### config.mk
export PLATFORM = sky130hd
export DESIGN_NAME = seg_scan_driver_flat
export DESIGN_NICKNAME = d
export VERILOG_FILES = /design/src/rtl/seg_scan_driver_if.sv /design/src/rtl/seg_scan_driver.sv /design/src/flat_wrapper.sv
export SDC_FILE = /design/constraint.sdc
export NUM_CORES = 1
export LEC_CHECK = 0
export ABC_AREA = 1
export BUFFER_PORTS_ARGS = -buffer_cell sky130_fd_sc_hd__buf_2
export CAP_MARGIN = 20
export CORE_UTILIZATION = 47
export CTS_BUF_LIST = sky130_fd_sc_hd__clkbuf_8 sky130_fd_sc_hd__clkbuf_16
export CTS_CLUSTER_SIZE = 14
export DETAILED_ROUTE_END_ITERATION = 6
export HOLD_SLACK_MARGIN = 0.05
export PLACE_DENSITY = 0.76
export SYNTH_ARGS = -nofsm -noshare
export SYNTH_HDL_FRONTEND = slang
export SYNTH_SLANG_ARGS = --single-unit
### constraint.sdc
create_clock -name clk -period 2.24 [get_ports clk]
set_input_delay 0.672 -clock clk [delete_from_list [all_inputs] [get_ports clk]]
set_output_delay 0.672 -clock clk [all_outputs]
set_load 0.02 [all_outputs]
### src/rtl/seg_scan_driver_if.sv
// Bundle of the display-side signals for seg_scan_driver.
// The master drives the scan controls and the eight per-digit segment
// patterns. The slave (the scan driver) returns the multiplexed segment
// bus, the anode enables and the frame strobe.
interface seg_scan_driver_if;
   logic       en;
   logic       blank_lz;
   logic [6:0] seg1;
   logic [6:0] seg2;
   logic [6:0] seg3;
   logic [6:0] seg4;
   logic [6:0] seg5;
   logic [6:0] seg6;
   logic [6:0] seg7;
   logic [6:0] seg8;
   logic [6:0] seg_out;
   logic [7:0] an;
   logic       frame_done;

   modport master (
      output en, blank_lz,
      output seg1, seg2, seg3, seg4, seg5, seg6, seg7, seg8,
      input  seg_out, an, frame_done
   );

   modport slave (
      input  en, blank_lz,
      input  seg1, seg2, seg3, seg4, seg5, seg6, seg7, seg8,
      output seg_out, an, frame_done
   );
endinterface

### src/rtl/seg_scan_driver.sv
// Time-multiplexed driver for an 8-digit common-anode seven-segment display.
// A prescaler divides each digit slot into SCAN_DIV cycles. The first
// BLANK_CYC cycles of every slot keep all anodes dark, so one digit's pattern
// never bleeds into its neighbour. The eight segment patterns are copied into
// shadow registers once per frame, at slot 0 / count 0. The scan therefore
// never tears when the upstream decoder updates mid-frame. Optional
// leading-zero blanking suppresses the zero digits above the most
// significant non-zero digit. Digit 0 is always lit.
module seg_scan_driver #(
   parameter int SCAN_DIV  = 50000,
   parameter int BLANK_CYC = 4
) (
   input  logic               clk,
   input  logic               rst_n,
   seg_scan_driver_if.slave   bus
);

   localparam int         CNT_W   = (SCAN_DIV > 1) ? $clog2(SCAN_DIV) : 1;
   localparam logic [6:0] SEG_OFF = 7'h7F;
   localparam logic [6:0] SEG_Z   = 7'b1000000;
   localparam logic [7:0] AN_OFF  = 8'hFF;

   logic [CNT_W-1:0] cnt_q, cnt_d;
   logic [2:0]       idx_q, idx_d;
   logic [6:0]       shadow_q [8];
   logic [6:0]       shadow_d [8];
   logic [6:0]       seg_out_q, seg_out_d;
   logic [7:0]       an_q, an_d;
   logic             frame_done_q, frame_done_d;

   logic [6:0]       seg_in [8];
   logic             tick;
   logic             capture;
   logic             lit;
   logic             all_zero;
   logic [7:0]       suppress;

   // Collect the per-digit inputs into an array indexed like the shadow regs.
   always_comb begin
      seg_in[0] = bus.seg1;
      seg_in[1] = bus.seg2;
      seg_in[2] = bus.seg3;
      seg_in[3] = bus.seg4;
      seg_in[4] = bus.seg5;
      seg_in[5] = bus.seg6;
      seg_in[6] = bus.seg7;
      seg_in[7] = bus.seg8;
   end

   // Prescaler and slot index. Dropping en parks the scan at slot 0 / count 0.
   always_comb begin
      cnt_d = cnt_q;
      idx_d = idx_q;
      tick  = bus.en && (cnt_q == CNT_W'(SCAN_DIV - 1));
      if (!bus.en) begin
         cnt_d = '0;
         idx_d = '0;
      end else if (tick) begin
         cnt_d = '0;
         idx_d = idx_q + 3'd1;
      end else begin
         cnt_d = cnt_q + 1'b1;
      end
   end

   // Frame capture: snapshot every pattern at the very start of a frame.
   always_comb begin
      capture = bus.en && (cnt_q == '0) && (idx_q == 3'd0);
      for (int k = 0; k < 8; k++) begin
         shadow_d[k] = capture ? seg_in[k] : shadow_q[k];
      end
   end

   // Leading-zero suppression: a digit is dark only if it and every higher digit are zero.
   always_comb begin
      all_zero = 1'b1;
      suppress = '0;
      for (int k = 7; k >= 1; k--) begin
         all_zero    = all_zero && (shadow_q[k] == SEG_Z);
         suppress[k] = bus.blank_lz && all_zero;
      end
      suppress[0] = 1'b0;
   end

   // Output decode for the current slot, registered below for one-cycle latency.
   always_comb begin
      lit          = bus.en && (cnt_q >= CNT_W'(BLANK_CYC)) && !suppress[idx_q];
      an_d         = AN_OFF;
      seg_out_d    = SEG_OFF;
      frame_done_d = tick && (idx_q == 3'd7);
      if (lit) begin
         an_d      = ~(8'b1 << idx_q);
         seg_out_d = shadow_q[idx_q];
      end
   end

   // Scan counters and shadow patterns.
   always_ff @(posedge clk or negedge rst_n) begin
      if (!rst_n) begin
         cnt_q <= '0;
         idx_q <= '0;
         for (int k = 0; k < 8; k++) begin
            shadow_q[k] <= SEG_OFF;
         end
      end else begin
         cnt_q <= cnt_d;
         idx_q <= idx_d;
         for (int k = 0; k < 8; k++) begin
            shadow_q[k] <= shadow_d[k];
         end
      end
   end

   // Registered display outputs. Reset forces the display dark immediately.
   always_ff @(posedge clk or negedge rst_n) begin
      if (!rst_n) begin
         an_q         <= AN_OFF;
         seg_out_q    <= SEG_OFF;
         frame_done_q <= 1'b0;
      end else begin
         an_q         <= an_d;
         seg_out_q    <= seg_out_d;
         frame_done_q <= frame_done_d;
      end
   end

   assign bus.an         = an_q;
   assign bus.seg_out    = seg_out_q;
   assign bus.frame_done = frame_done_q;

endmodule

### src/flat_wrapper.sv
// flat-port wrapper written by rule: the top's interface ports become plain ports
module seg_scan_driver_flat 
#(
   parameter int SCAN_DIV  = 50000,
   parameter int BLANK_CYC = 4
)
  (clk, rst_n, bus_en, bus_blank_lz, bus_seg1, bus_seg2, bus_seg3, bus_seg4, bus_seg5, bus_seg6, bus_seg7, bus_seg8, bus_seg_out, bus_an, bus_frame_done);
  seg_scan_driver_if bus_i ();
  input  logic clk;
  input  logic rst_n;
  input wire logic [$bits(bus_i.en)-1:0] bus_en;
  input wire logic [$bits(bus_i.blank_lz)-1:0] bus_blank_lz;
  input wire logic [$bits(bus_i.seg1)-1:0] bus_seg1;
  input wire logic [$bits(bus_i.seg2)-1:0] bus_seg2;
  input wire logic [$bits(bus_i.seg3)-1:0] bus_seg3;
  input wire logic [$bits(bus_i.seg4)-1:0] bus_seg4;
  input wire logic [$bits(bus_i.seg5)-1:0] bus_seg5;
  input wire logic [$bits(bus_i.seg6)-1:0] bus_seg6;
  input wire logic [$bits(bus_i.seg7)-1:0] bus_seg7;
  input wire logic [$bits(bus_i.seg8)-1:0] bus_seg8;
  output wire logic [$bits(bus_i.seg_out)-1:0] bus_seg_out;
  output wire logic [$bits(bus_i.an)-1:0] bus_an;
  output wire logic [$bits(bus_i.frame_done)-1:0] bus_frame_done;
  assign bus_i.en = bus_en;
  assign bus_i.blank_lz = bus_blank_lz;
  assign bus_i.seg1 = bus_seg1;
  assign bus_i.seg2 = bus_seg2;
  assign bus_i.seg3 = bus_seg3;
  assign bus_i.seg4 = bus_seg4;
  assign bus_i.seg5 = bus_seg5;
  assign bus_i.seg6 = bus_seg6;
  assign bus_i.seg7 = bus_seg7;
  assign bus_i.seg8 = bus_seg8;
  assign bus_seg_out = bus_i.seg_out;
  assign bus_an = bus_i.an;
  assign bus_frame_done = bus_i.frame_done;
  seg_scan_driver #(.SCAN_DIV(SCAN_DIV), .BLANK_CYC(BLANK_CYC)) u_core (.clk(clk), .rst_n(rst_n), .bus(bus_i));
endmodule
# Word-level counts from Yosys, hierarchy flattened
# Index checks and enable logic that the tools add are counted.
# classes
eq_ne	10
reduce_logical	22
order_cmp	3
addsub	2
shifts	1
bitwise	2
muxes	11
# ops
cell	n
$eq A7 B7 Y1 const B	7
$mux W16	2
$bmux W7 S3	1
$mux W7	3
$logic_and A1 B1 Y1	19
$add A16 B1 Y16 const B	1
$eq A16 B16 Y1 const B	1
$ge A16 B3 Y1 const B	1
$logic_not A16 Y1	1
$mux W8	1
$not A8 Y8	1
$shl A1 B3 Y8 const A	1
$mux W3	2
$ge A4 B4 Y1 const B	1
$lt A3 B4 Y1 const B	1
$not A3 Y4	1
$add A3 B1 Y3 const B	1
$bmux W1 S3	1
$eq A3 B3 Y1 const B	1
$logic_not A3 Y1	1
$ne A2 B1 Y1 const B	1
$logic_not A1 Y1	1
$mux W1	1
# totals
regBits	91
input_bits	60
output_inout_bits	16

# Logic depth before layout (Yosys ltp)
# Gate-level depths: netlist of run 1.
# depth
ltp_word	13
mapped_depth	12

# Worst setup path after synthesis of run 1
# No wires, ideal clock.
# synth_timing
path_kind	register to register
startpoint	reg u_core.idx_q[0]
endpoint	reg u_core.shadow_q[5] in the netlist's numbering
arrival_ns	1.844
required_time_ns	2.161
path_buffers	4
slack_ns	0.317
setup_ns	0.079
path_stages_with_launch	13
path_cell_list	dfrtp_1 inv_1 buf_2 buf_2 ha_1 inv_1 nor2_1 and3_1 nand3_2 buf_6 buf_4 nand2_1 o21ai_1
# synth_between
elab_chain_cells	2
# synth_lines
item	line	rtl
from (decl)	seg_scan_driver.sv:24	logic [2:0] idx_q, idx_d;
from (signal assigned)	seg_scan_driver.sv:107	idx_q <= idx_d;
$logic_not A3 Y1	seg_scan_driver.sv:68	capture = bus.en && (cnt_q == '0) && (idx_q == 3'd0);
$logic_and A1 B1 Y1	seg_scan_driver.sv:68	
to (signal, indexed assignment)	seg_scan_driver.sv:109	shadow_q[k] <= shadow_d[k];
to (decl)	seg_scan_driver.sv:25	logic [6:0] shadow_q [8];
# No other way between the ends.
# A chain may end at the register's enable or synchronous reset.

# Worst setup path after layout of run 1
# layout_timing
startpoint	reg u_core.idx_q[0]
endpoint	reg u_core.shadow_q[14] in the netlist's numbering
# The elaborated chain is that of the path after synthesis.

==> run metrics, run 1 <==
Die Span X 101 um; drt drc 0; period utilisation layout 86.1%; switching part of the total power 28.1%; RSZ-0062 raised after global routing no; grt met2 use 35.1%; NetSw 1140 uW; area of the multi-input gates roughly 0.0018 mm^2; Rows 35; Setup TNS Final 0 ns; crit-path max FO 38; measured slew at the worst slew-check pin 0.387 ns; Total Routing Usage GR 22.2%; H-tree depth 3; Avg Vias per Cell 5.03; Routed WL per cell 13.8 um; first-pass GRT wire length 17.4 mm; Clock power frac 29.7%; max_cap viols 0; Clock transition at path regs 0.09 ns; leading area contributor after synthesis dfstp_2; Gate power share 15.8%; Ys Warns 0; fin crit period between 1.5 and 2 ns; Final #Nets approximately 700; Die Y 101 um; CTS tree done; Syn Area/Cell 8.19 um^2; layout cells sized above 1 28.4%; CTS buffer count 9; Clock Path Buffers 2; met3 global-route usage 4.16%; Final Max Tran Viols 0; initial antenna violation count 0; vias in the first global route 3668; synthesized area 0.00461 mm^2; Distinct cells, synth 29; CTS root buf clkbuf_8; routability congestion estimate 0.881; via count 3870; sequential fraction of the synthesis area 51.3%; sequential power share 54.5%; Post-DP HPWL ~7.9 mm; top-area cell type share of the netlist area 40.5%; clk_skew 0.0104 ns; fraction of registers with async set/reset 100%; Critical Path Sink Type register; Core ar. between 0.009 and 0.01 mm^2; Seq. cell area 0.00237 mm^2; Internal Power 2920 uW; Initial Util 49.2%; pwr/cell area 763 mW/mm^2; Worst VDD drop 0.389 mV; Overflow after GRT 0; die area 0.0102 mm^2; RR Startpoint u_core.idx_q[0]$_DFFE_PN0P_; met1 Usage GRT a little under a third; WL final roughly 11 mm; busiest grt layer met2; Crit Path Class register to register; Layout area overhead 15.4%; Final Power between 4000 and 5000 uW; worst setup slack after layout around 0.31 ns; fillcell total 868; Post-synth top flop dfstp_2; reg-to-reg endpoint u_core.shadow_q[14]$_DFFE_PN1P_; ant diodes 0; Top-Level Pins 76; cts repair resizes 0; drt initial violations approximately 200; CTS Hold Bufs 0; worst skew pair latency 0.36 ns; post-synthesis cell count about 560; status completed; HP Class primary input to async pin; required time of the critical path 2.52 ns; Setup WS pre-CTS roughly 0.33 ns; Leak 0.00253 uW; Worst setup SP type register; first-pass detailed-route iteration total 5; DRT antenna net count 0; number of flops mapped to enable cells by yosys 0; final instance area ~0.0053 mm^2; R2R depth 8; Post-Place Cell Area 0.00510 mm^2; post-CTS setup buffer count 0; largest net degree at the start of global routing 46; setup violators final 0; Yosys reg bits 91; Fmax 519 MHz; Slew Limit Headroom about three quarters; Syn Nets 631; R2R Setup Slk approximately 0.31 ns; WP data arrival 2.20 ns; final hold vios 0; synth top area cells dfstp_2, dfrtp_1, nand2_1; CTS Sinks a little over 90; I/O Buffers 75
synthesized netlist by cell type (3+ instances only):
cell type  instances
nor3_1             3
buf_2              7
o21ai_0           55
o21ai_2            6
clkbuf_1           7
a21oi_1           49
dfstp_2           71
dfrtp_1           20
nor2_1            84
ha_1               8
nand3_1           40
buf_4              4
xor2_1             5
nand2_1           90
inv_1             81
o211ai_1           5
buf_6              8
o21ai_1            4
worst max-delay path, stage by stage (launching register included):
cell and delay, ns:
dfrtp_1 0.39, inv_1 0.07, ha_1 0.17, inv_1 0.04, nor2_1 0.14, and3_1 0.23, nand3_4 0.30, buf_12 0.29
o21ai_0 0.20
metal layers:
| metal | wire length (um) | part of all wire (%) |
|---|---|---|
| met3 | 606 | 5.7 |
| met1 | 4740 | 45 |
| met5 | 0 | 0 |
| met2 | 5070 | 48 |
| met4 | 201 | 1.9 |
metrics by stage:
step / hold slack, ns / util [%] / std cells
3_5_place_dp: 0.477 / 54.4 / 753
5_1_grt: 0.201 / 56.8 / 769
6_report: 0.188 / 56.8 / 769
2_1_floorplan: 0.376 / - / 563
4_1_cts: 0.188 / 56.8 / 769
3_3_place_gp: 0.470 / 54.4 / 753
sequential cells by signal, indices dropped and copies added (netlist names):
register,cells
u_core.shadow_q,56
u_core.cnt_q,16
u_core.bus.an,8
u_core.bus.seg_out,7
u_core.idx_q,3
u_core.bus.frame_done,1
how the worst max path moves through the flow:
stage / from / endpoint / cells past startpoint
after floorplan: u_core.idx_q[0]$_DFFE_PN0P_ / u_core.shadow_q[5]$_DFFE_PN1P_ / 12
after global placement: bus_en / u_core.shadow_q[44]$_DFFE_PN1P_ / 5
after detailed placement: bus_en / u_core.shadow_q[26]$_DFFE_PN1P_ / 5
after CTS: u_core.idx_q[0]$_DFFE_PN0P_ / u_core.shadow_q[26]$_DFFE_PN1P_ / 8
after global routing: u_core.idx_q[0]$_DFFE_PN0P_ / u_core.shadow_q[48]$_DFFE_PN1P_ / 8
final: u_core.idx_q[0]$_DFFE_PN0P_ / u_core.shadow_q[14]$_DFFE_PN1P_ / 8
final cells by class:
cell class	instances	share of cell area (%)
Clock buffer	9	2.33
Sequential cell	91	44.5
Multi-Input combinational cell	363	33.0
Tap cell	129	3.03
Timing Repair Buffer	87	9.50
Clock inverter	7	1.76
Inverter	83	5.86
placed cells by master, fill, tap and decap left out, types with 2 or more instances in the layout:
| cell | count |
|---|---|
| a21oi_1 | 49 |
| buf_12 | 3 |
| buf_2 | 74 |
| buf_4 | 10 |
| bufinv_16 | 2 |
| clkbuf_8 | 9 |
| clkinv_1 | 2 |
| clkinv_4 | 2 |
| dfrtp_1 | 20 |
| dfstp_2 | 71 |
| ha_1 | 8 |
| inv_1 | 82 |
| nand2_1 | 90 |
| nand3_1 | 40 |
| nand4_1 | 2 |
| nor2_1 | 84 |
| nor3_1 | 3 |
| nor3_2 | 2 |
| o211ai_1 | 5 |
| o21ai_0 | 55 |
| o21ai_1 | 4 |
| o21ai_2 | 6 |
| o22ai_1 | 2 |
| xnor2_1 | 2 |
| xor2_1 | 5 |
power groups by stage:
stage	Sequential (uW)	Clock, uW	Combinational (uW)
2_1_floorplan	2170	0	443
3_3_place_gp	2220	0	614
3_5_place_dp	2230	0	645
4_1_cts	2210	1240	647
5_1_grt	2240	1310	733
6_report	2210	1200	641
kinds of logic after synthesis:
| group | share of synthesized area [%] |
|---|---|
| AOI/OAI and AO/OA | 14.4 |
| xor gates and xnor gates | 1.33 |
| adders and majority gates | 2.17 |
| buffers and inverters | 10.7 |
| DFF | 51.3 |
| and+or+nand+nor | 20.0 |
No activity file was read; power rests on OpenSTA's default activity.
==> run 2: changes to the inputs <==
==> constraint.sdc (replaced) <==
create_clock -name clk -period 2.24 [get_ports clk]
set_input_delay 0.224 -clock clk [delete_from_list [all_inputs] [get_ports clk]]
set_output_delay 0.224 -clock clk [all_outputs]
set_load 0.02 [all_outputs]
==> run 2 against run 1 <==
Utilization fell by 0.21 points; sequential cell count did not move; via count fell by 0.93%; power fell by 0.35%; sequential share of layout area rose by 0.17 points; non-clock buffer count fell by 2; critical path depth fell by 3; register-to-register slack barely moved; worst hold slack got worse by 0.12 ns; worst setup slack got worse by 0.0078 ns; sequential power barely moved.
==> run metrics, run 2 (synthesized netlist as in run 1, its figures left out) <==
status completed; area of the multi-input gates 0.00176 mm^2 (unchanged); Layout area overhead 15.0%; Core ar. 0.00937 mm^2 (unchanged); Routed WL per cell 13.9 um (+0.36%); Setup TNS Final 0 ns (unchanged); Rows 35 (unchanged); clk_skew 0.0166 ns (+0.00620 ns); Avg Vias per Cell 5.00 (-0.67%); CTS root buf clkbuf_8; Crit Path Class register to register; CTS tree done; sequence of cells on the critical path nor2_1 > nand3_1 > nor2_1 > a21oi_1 > nand3_1; measured slew at the worst slew-check pin 1.12 ns (+0.730 ns); crit-path max FO 15 (-61%); CTS Sinks 91 (unchanged); Setup WS pre-CTS 0.360 ns (+0.0274 ns); switching part of the total power 28.0% (-0.055 points); final hold vios 0 (unchanged); commonest non-fill, non-tap cell in the layout nand2_1; ant diodes 0 (unchanged); Clock transition at path regs 0.10 ns (about the same); Critical Path Sink Type register; Post-DP HPWL 7.76 mm (-2.2%); commonest non-fill, non-tap cells in the layout nand2_1, nor2_1, inv_1; vias in the first global route 3706 (+1.0%); required time of the critical path 2.46 ns (-0.06 ns); Seq. cell area 0.00237 mm^2 (unchanged); max reg flops 56 (unchanged); Top-Level Pins 76 (unchanged); Die Y 101 um (unchanged); pwr/cell area 763 mW/mm^2 (about the same); first-pass detailed-route iteration total 5 (unchanged); Initial Util 49.2% (unchanged); CTS Hold Bufs 1 (+1); routability congestion estimate 0.886 (+0.60%); Internal Power 2910 uW (-0.27%); H-tree depth 3 (unchanged); die area 0.0102 mm^2 (unchanged); slowest cell on the critical path a21oi_1; I/O Buffers 75 (unchanged); Worst setup SP type register; delay of the slowest cell on the worst path 0.89 ns (+0.50 ns); Worst VDD drop 0.390 mV (+0.22%); WL final 10.6 mm (+0.10%); initial antenna violation count 0 (unchanged); via count 3834 (-0.93%); Leak 0.00253 uW (-0.21%); fin crit period 1.94 ns (+0.00785 ns); Slew Limit Headroom 25.6% (-49 points); setup violators final 0 (unchanged); NetSw 1130 uW (-0.54%); drt initial violations 228 (+15%); WP data arrival 2.16 ns (-0.04 ns); RSZ-0062 raised after global routing no; Gate power share 15.8% (about the same); worst setup slack after layout 0.304 ns (-0.00784 ns); fillcell total 878 (+1.2%); drt drc 0 (unchanged); Overflow after GRT 0 (unchanged); final non-filler cell total 767 (-0.26%); max_cap viols 0 (unchanged); CTS buffer count 9 (unchanged); Reg with most FFs u_core.shadow_q; cts repair resizes 0 (unchanged); layout cells sized above 1 27.9% (-0.54 points); CP bufs+invs 0 (-3); first-pass GRT wire length 17.3 mm (-0.36%); Fmax 517 MHz (-0.41%); Total Routing Usage GR 22.1% (-0.11 points); Clock Path Buffers 2 (unchanged); Final Max Tran Viols 0 (unchanged); largest net degree at the start of global routing 49 (+6.5%); Final #Nets 701 (-0.28%); sequential power share 54.7% (+0.2 points); Clock power frac 29.5% (-0.2 points); worst skew pair latency 0.36 ns (about the same); Post-Place Cells 750 (-0.40%); Die Span X 101 um (unchanged); DRT antenna net count 0 (unchanged); post-CTS setup buffer count 0 (unchanged); HP Class primary input to register; CP top delay family compound AO/OA/AOI/OAI gates; period utilisation layout 86.4% (+0.35 points)
[run 2: cell count changes in the layout (fill, tap and decap cells not counted)]
cell / change
buf_4: -3
clkinv_2: +1
clkinv_4: -1
clkinvlp_4: -1
dlygate4sd3_1: +1
inv_1: +1
[run 2: final cells by class]
cell class	instances	share of cell area (%)
Inverter	83	5.88
Multi-Input combinational cell	363	33.2
Tap cell	129	3.05
Timing Repair Buffer	85	9.30
Clock buffer	9	2.34
Sequential cell	91	44.7
Clock inverter	7	1.63
[run 2: power by group through the flow]
stage                     registers, uW  clock network, uW  logic [uW]
after floorplan                    2170                  0         443
after global placement             2230                  0         617
after detailed placement           2240                  0         643
after CTS                          2210               1220         646
after global routing               2240               1280         730
final                              2210               1190         640
[run 2: path summary, 6_finish.rpt]
kind                       slack [ns]                              end                             from  depth (start not counted)
min in group asynchronous        0.44        u_core.cnt_q[1]$_DFF_PN0_                            rst_n                          2
max in group asynchronous        1.09   u_core.shadow_q[0]$_DFFE_PN1P_                            rst_n                          3
setup / recovery                 0.30  u_core.bus.seg_out[6]$_DFF_PN1_       u_core.cnt_q[10]$_DFF_PN0_                          5
hold / removal                   0.06  u_core.shadow_q[52]$_DFFE_PN1P_                      bus_seg1[3]                          3
hold reg to reg                  0.49  u_core.shadow_q[51]$_DFFE_PN1P_  u_core.shadow_q[51]$_DFFE_PN1P_                          2
setup reg to reg                 0.30  u_core.bus.seg_out[6]$_DFF_PN1_       u_core.cnt_q[10]$_DFF_PN0_                          5
[run 2: through the flow]
step	cell area (um^2)	power [uW]	hold WS [ns]	util, %
finish	5300	4050	0.0635	56.5
global route	5300	4250	0.0568	56.5
CTS	5300	4070	0.0544	56.5
detailed placement	5080	2880	0.291	54.2
global placement	5080	2840	0.282	54.2
floorplan	4610	2610	-0.0716	-
[run 2: worst min-delay path, delay by kind of cell]
kind            cells  cell delay [ns]
compound gates      1             0.05
buf+inv             2             0.15
[run 2: per-layer routing]
| metal | routed length, um | part of all wire [%] | track usage [%] |
|---|---|---|---|
| met1 | 5140 | 48 | 30.4 |
| met2 | 4720 | 44 | 35.4 |
| met3 | 573 | 5.4 | 3.68 |
| met4 | 181 | 1.7 | 7.92 |
| met5 | 0 | 0 | 0 |
==> run 3: changes to the inputs <==
--- a/config.mk
+++ b/config.mk
@@ -10,2 +10,3 @@
 export CAP_MARGIN = 20
+export CORE_MARGIN = 1.5
 export CORE_UTILIZATION = 47
==> constraint.sdc (replaced) <==
create_clock -name clk -period 2.08 [get_ports clk]
set_input_delay 0.208 -clock clk [delete_from_list [all_inputs] [get_ports clk]]
set_output_delay 0.208 -clock clk [all_outputs]
set_load 0.05 [all_outputs]
==> run 3 against run 2 <==
Combinational power is 9.8% higher; final cell count is 1.4% higher; sequential share of layout area is 0.69 points lower; worst hold slack worse by 0.0079 ns; clock power hardly changed; utilization is 0.88 points higher; sequential cell count stayed put; count of clock-buffer cells in the layout is 3 higher; first-iteration DRC count is 7.5% lower; via count is 1.4% higher; largest power group unchanged.
==> run metrics, run 3 (synthesized netlist as in run 1, its figures left out) <==
status completed; final hold vios 0 (unchanged); max_cap viols 0 (unchanged); Clock transition at path regs 0.09 ns (about the same); Routed WL per cell 13.5 um (-2.8%); Die Y 102 um (+0.99%); vias in the first global route 3612 (-2.5%); most used cell, CP nor2_1; WL final 10.5 mm (-1.4%); drt drc 0 (unchanged); Overflow after GRT 0 (unchanged); Total Routing Usage GR 21.2% (-0.92 points); final instance area 0.00538 mm^2 (+1.6%); Clock power frac 27.8% (-1.7 points); NetSw 1220 uW (+8.0%); DRT antenna net count 0 (unchanged); delay of the slowest cell on the worst path 0.37 ns (-0.52 ns); WP data arrival 2.06 ns (-0.10 ns); Crit Path Class register to register; Post-DP HPWL 7.61 mm (-2.0%); Critical Path Sink Type register; Initial Util 49.2% (unchanged); die area 0.0104 mm^2 (+2.0%); setup violators final 0 (unchanged); Slew Limit Headroom 65.0% (+39 points); period utilisation layout 85.2% (-1.2 points); switching part of the total power 28.7% (+0.69 points); max reg flops 56 (unchanged); Clock Path Buffers 2 (unchanged); Top-Level Pins 76 (unchanged); Final Max Tran Viols 0 (unchanged); routability congestion estimate 0.960 (+8.3%); Final #Nets 712 (+1.6%); worst skew pair latency 0.36 ns (about the same); fin crit period 1.77 ns (-0.163 ns); first-pass GRT wire length 17.0 mm (-1.8%); clk_skew 0.0122 ns (-0.00440 ns); sequential power share 55.7% (+1.0 points); Setup TNS Final 0 ns (unchanged); largest net degree at the start of global routing 113 (+130%); commonest non-fill, non-tap cells in the layout nand2_1, nor2_1, inv_1; Die Span X 102 um (+0.99%); CTS tree done; H-tree depth 3 (unchanged); Fmax 564 MHz (+9.2%); layout cells sized above 1 27.7% (-0.16 points); drt initial violations 211 (-7.5%); required time of the critical path 2.37 ns (-0.09 ns); measured slew at the worst slew-check pin 0.523 ns (-0.594 ns); via count 3888 (+1.4%); Worst setup SP type register; Avg Vias per Cell 5.00 (about the same); first-pass detailed-route iteration total 5 (unchanged); Internal Power 3040 uW (+4.4%); initial antenna violation count 0 (unchanged); Core ar. 0.00937 mm^2 (unchanged); crit-path max FO 112 (+97); Worst VDD drop 0.326 mV (-16%); Reg with most FFs u_core.shadow_q; I/O Buffers 75 (unchanged); Post-Place Cell Area 0.00507 mm^2 (about the same); Layout area overhead 16.8%; area of the multi-input gates 0.00176 mm^2 (unchanged); HP Class primary input to register; pwr/cell area 792 mW/mm^2 (+3.7%); Leak 0.00256 uW (+1.3%); Seq. cell area 0.00237 mm^2 (unchanged); RSZ-0062 raised after global routing no; CTS Sinks 91 (unchanged); Rows 35 (unchanged); Gate power share 16.5% (+0.7 points); commonest non-fill, non-tap cell in the layout nand2_1; CTS root buf clkbuf_8; slowest cell on the critical path dfrtp_1; fillcell total 860 (-2.1%); CTS buffer count 9 (unchanged); sequence of cells on the critical path clkinv_1 > ha_1 > inv_1 > nor2_1 > and3_1 > nand3_4 > buf_12 > nor2_1 > a21oi_1; ant diodes 0 (unchanged)
[run 3: cell count changes in the layout (fill, tap and decap cells not counted), sizes merged]
| cell | change |
|---|---|
| buf | +2 |
| bufinv | -2 |
| clkbuf | +3 |
| clkinv | -2 |
| clkinvlp | +1 |
| dlygate4sd3 | +9 |
[run 3: worst max-delay path, delay by kind of cell, from the launching register on]
kind | cells | cell delay (ns)
buf+inv | 3 | 0.52
compound gates | 1 | 0.15
flops | 1 | 0.37
fa+ha+maj | 1 | 0.20
simple gates | 4 | 0.42
[run 3: per-layer routing]
| layer | up-vias | global-route usage, % | part of all wire [%] |
|---|---|---|---|
| li1 | 1943 | - | - |
| met5 | - | 0 | 0 |
| met4 | 0 | 8.96 | 2.0 |
| met3 | 19 | 4.04 | 6.1 |
| met1 | 1782 | 30.5 | 47 |
| met2 | 144 | 31.4 | 45 |
[run 3: worst paths after layout]
check                                                     start                         endpoint  slack [ns]  cells past startpoint
min in group asynchronous                                 rst_n        u_core.cnt_q[6]$_DFF_PN0_        0.37                      2
worst min register to register  u_core.shadow_q[23]$_DFFE_PN1P_  u_core.shadow_q[23]$_DFFE_PN1P_        0.49                      2
max in group asynchronous                                 rst_n  u_core.shadow_q[48]$_DFFE_PN1P_        1.00                      3
worst min-delay path                                bus_seg8[3]   u_core.shadow_q[3]$_DFFE_PN1P_        0.06                      3
worst max-delay path                u_core.idx_q[1]$_DFFE_PN0P_  u_core.shadow_q[25]$_DFFE_PN1P_        0.31                      9
worst max register to register      u_core.idx_q[1]$_DFFE_PN0P_  u_core.shadow_q[25]$_DFFE_PN1P_        0.31                      9
[run 3: repair_timing]
action,4_1_cts,5_1_grt
gates resized for setup,0,0
endpoints found under the hold margin,28,1
hold buffers,9,1
setup buffers,0,0
[run 3: layout make-up]
class                   instances  area share (%)
clock buffers                  12            3.28
clock inverters                 4           0.442
inverters                      83            5.79
multi-input cells             363            32.6
flip-flops and latches         91            44.0
well taps                     129            3.00
repair buffers                 96            10.9
[run 3: power groups by stage]
stage	combinational (uW)	clock, uW	sequential [uW]
6_report	703	1180	2380
5_1_grt	808	1280	2400
4_1_cts	707	1210	2370
3_5_place_dp	690	0	2400
3_3_place_gp	670	0	2390
2_1_floorplan	478	0	2350
[run 3: stage by stage]
stage | std cells | setup WS, ns | hold slack, ns | util (%) | power (uW)
global placement | 751 | 0.342 | 0.214 | 54.1 | 3060
CTS | 776 | 0.265 | 0.0502 | 57.2 | 4290
global route | 778 | 0.0993 | 0.0643 | 57.4 | 4490
finish | 778 | 0.307 | 0.0556 | 57.4 | 4260
detailed placement | 751 | 0.274 | 0.223 | 54.1 | 3090
floorplan | 563 | 0.157 | -0.0876 | - | 2830
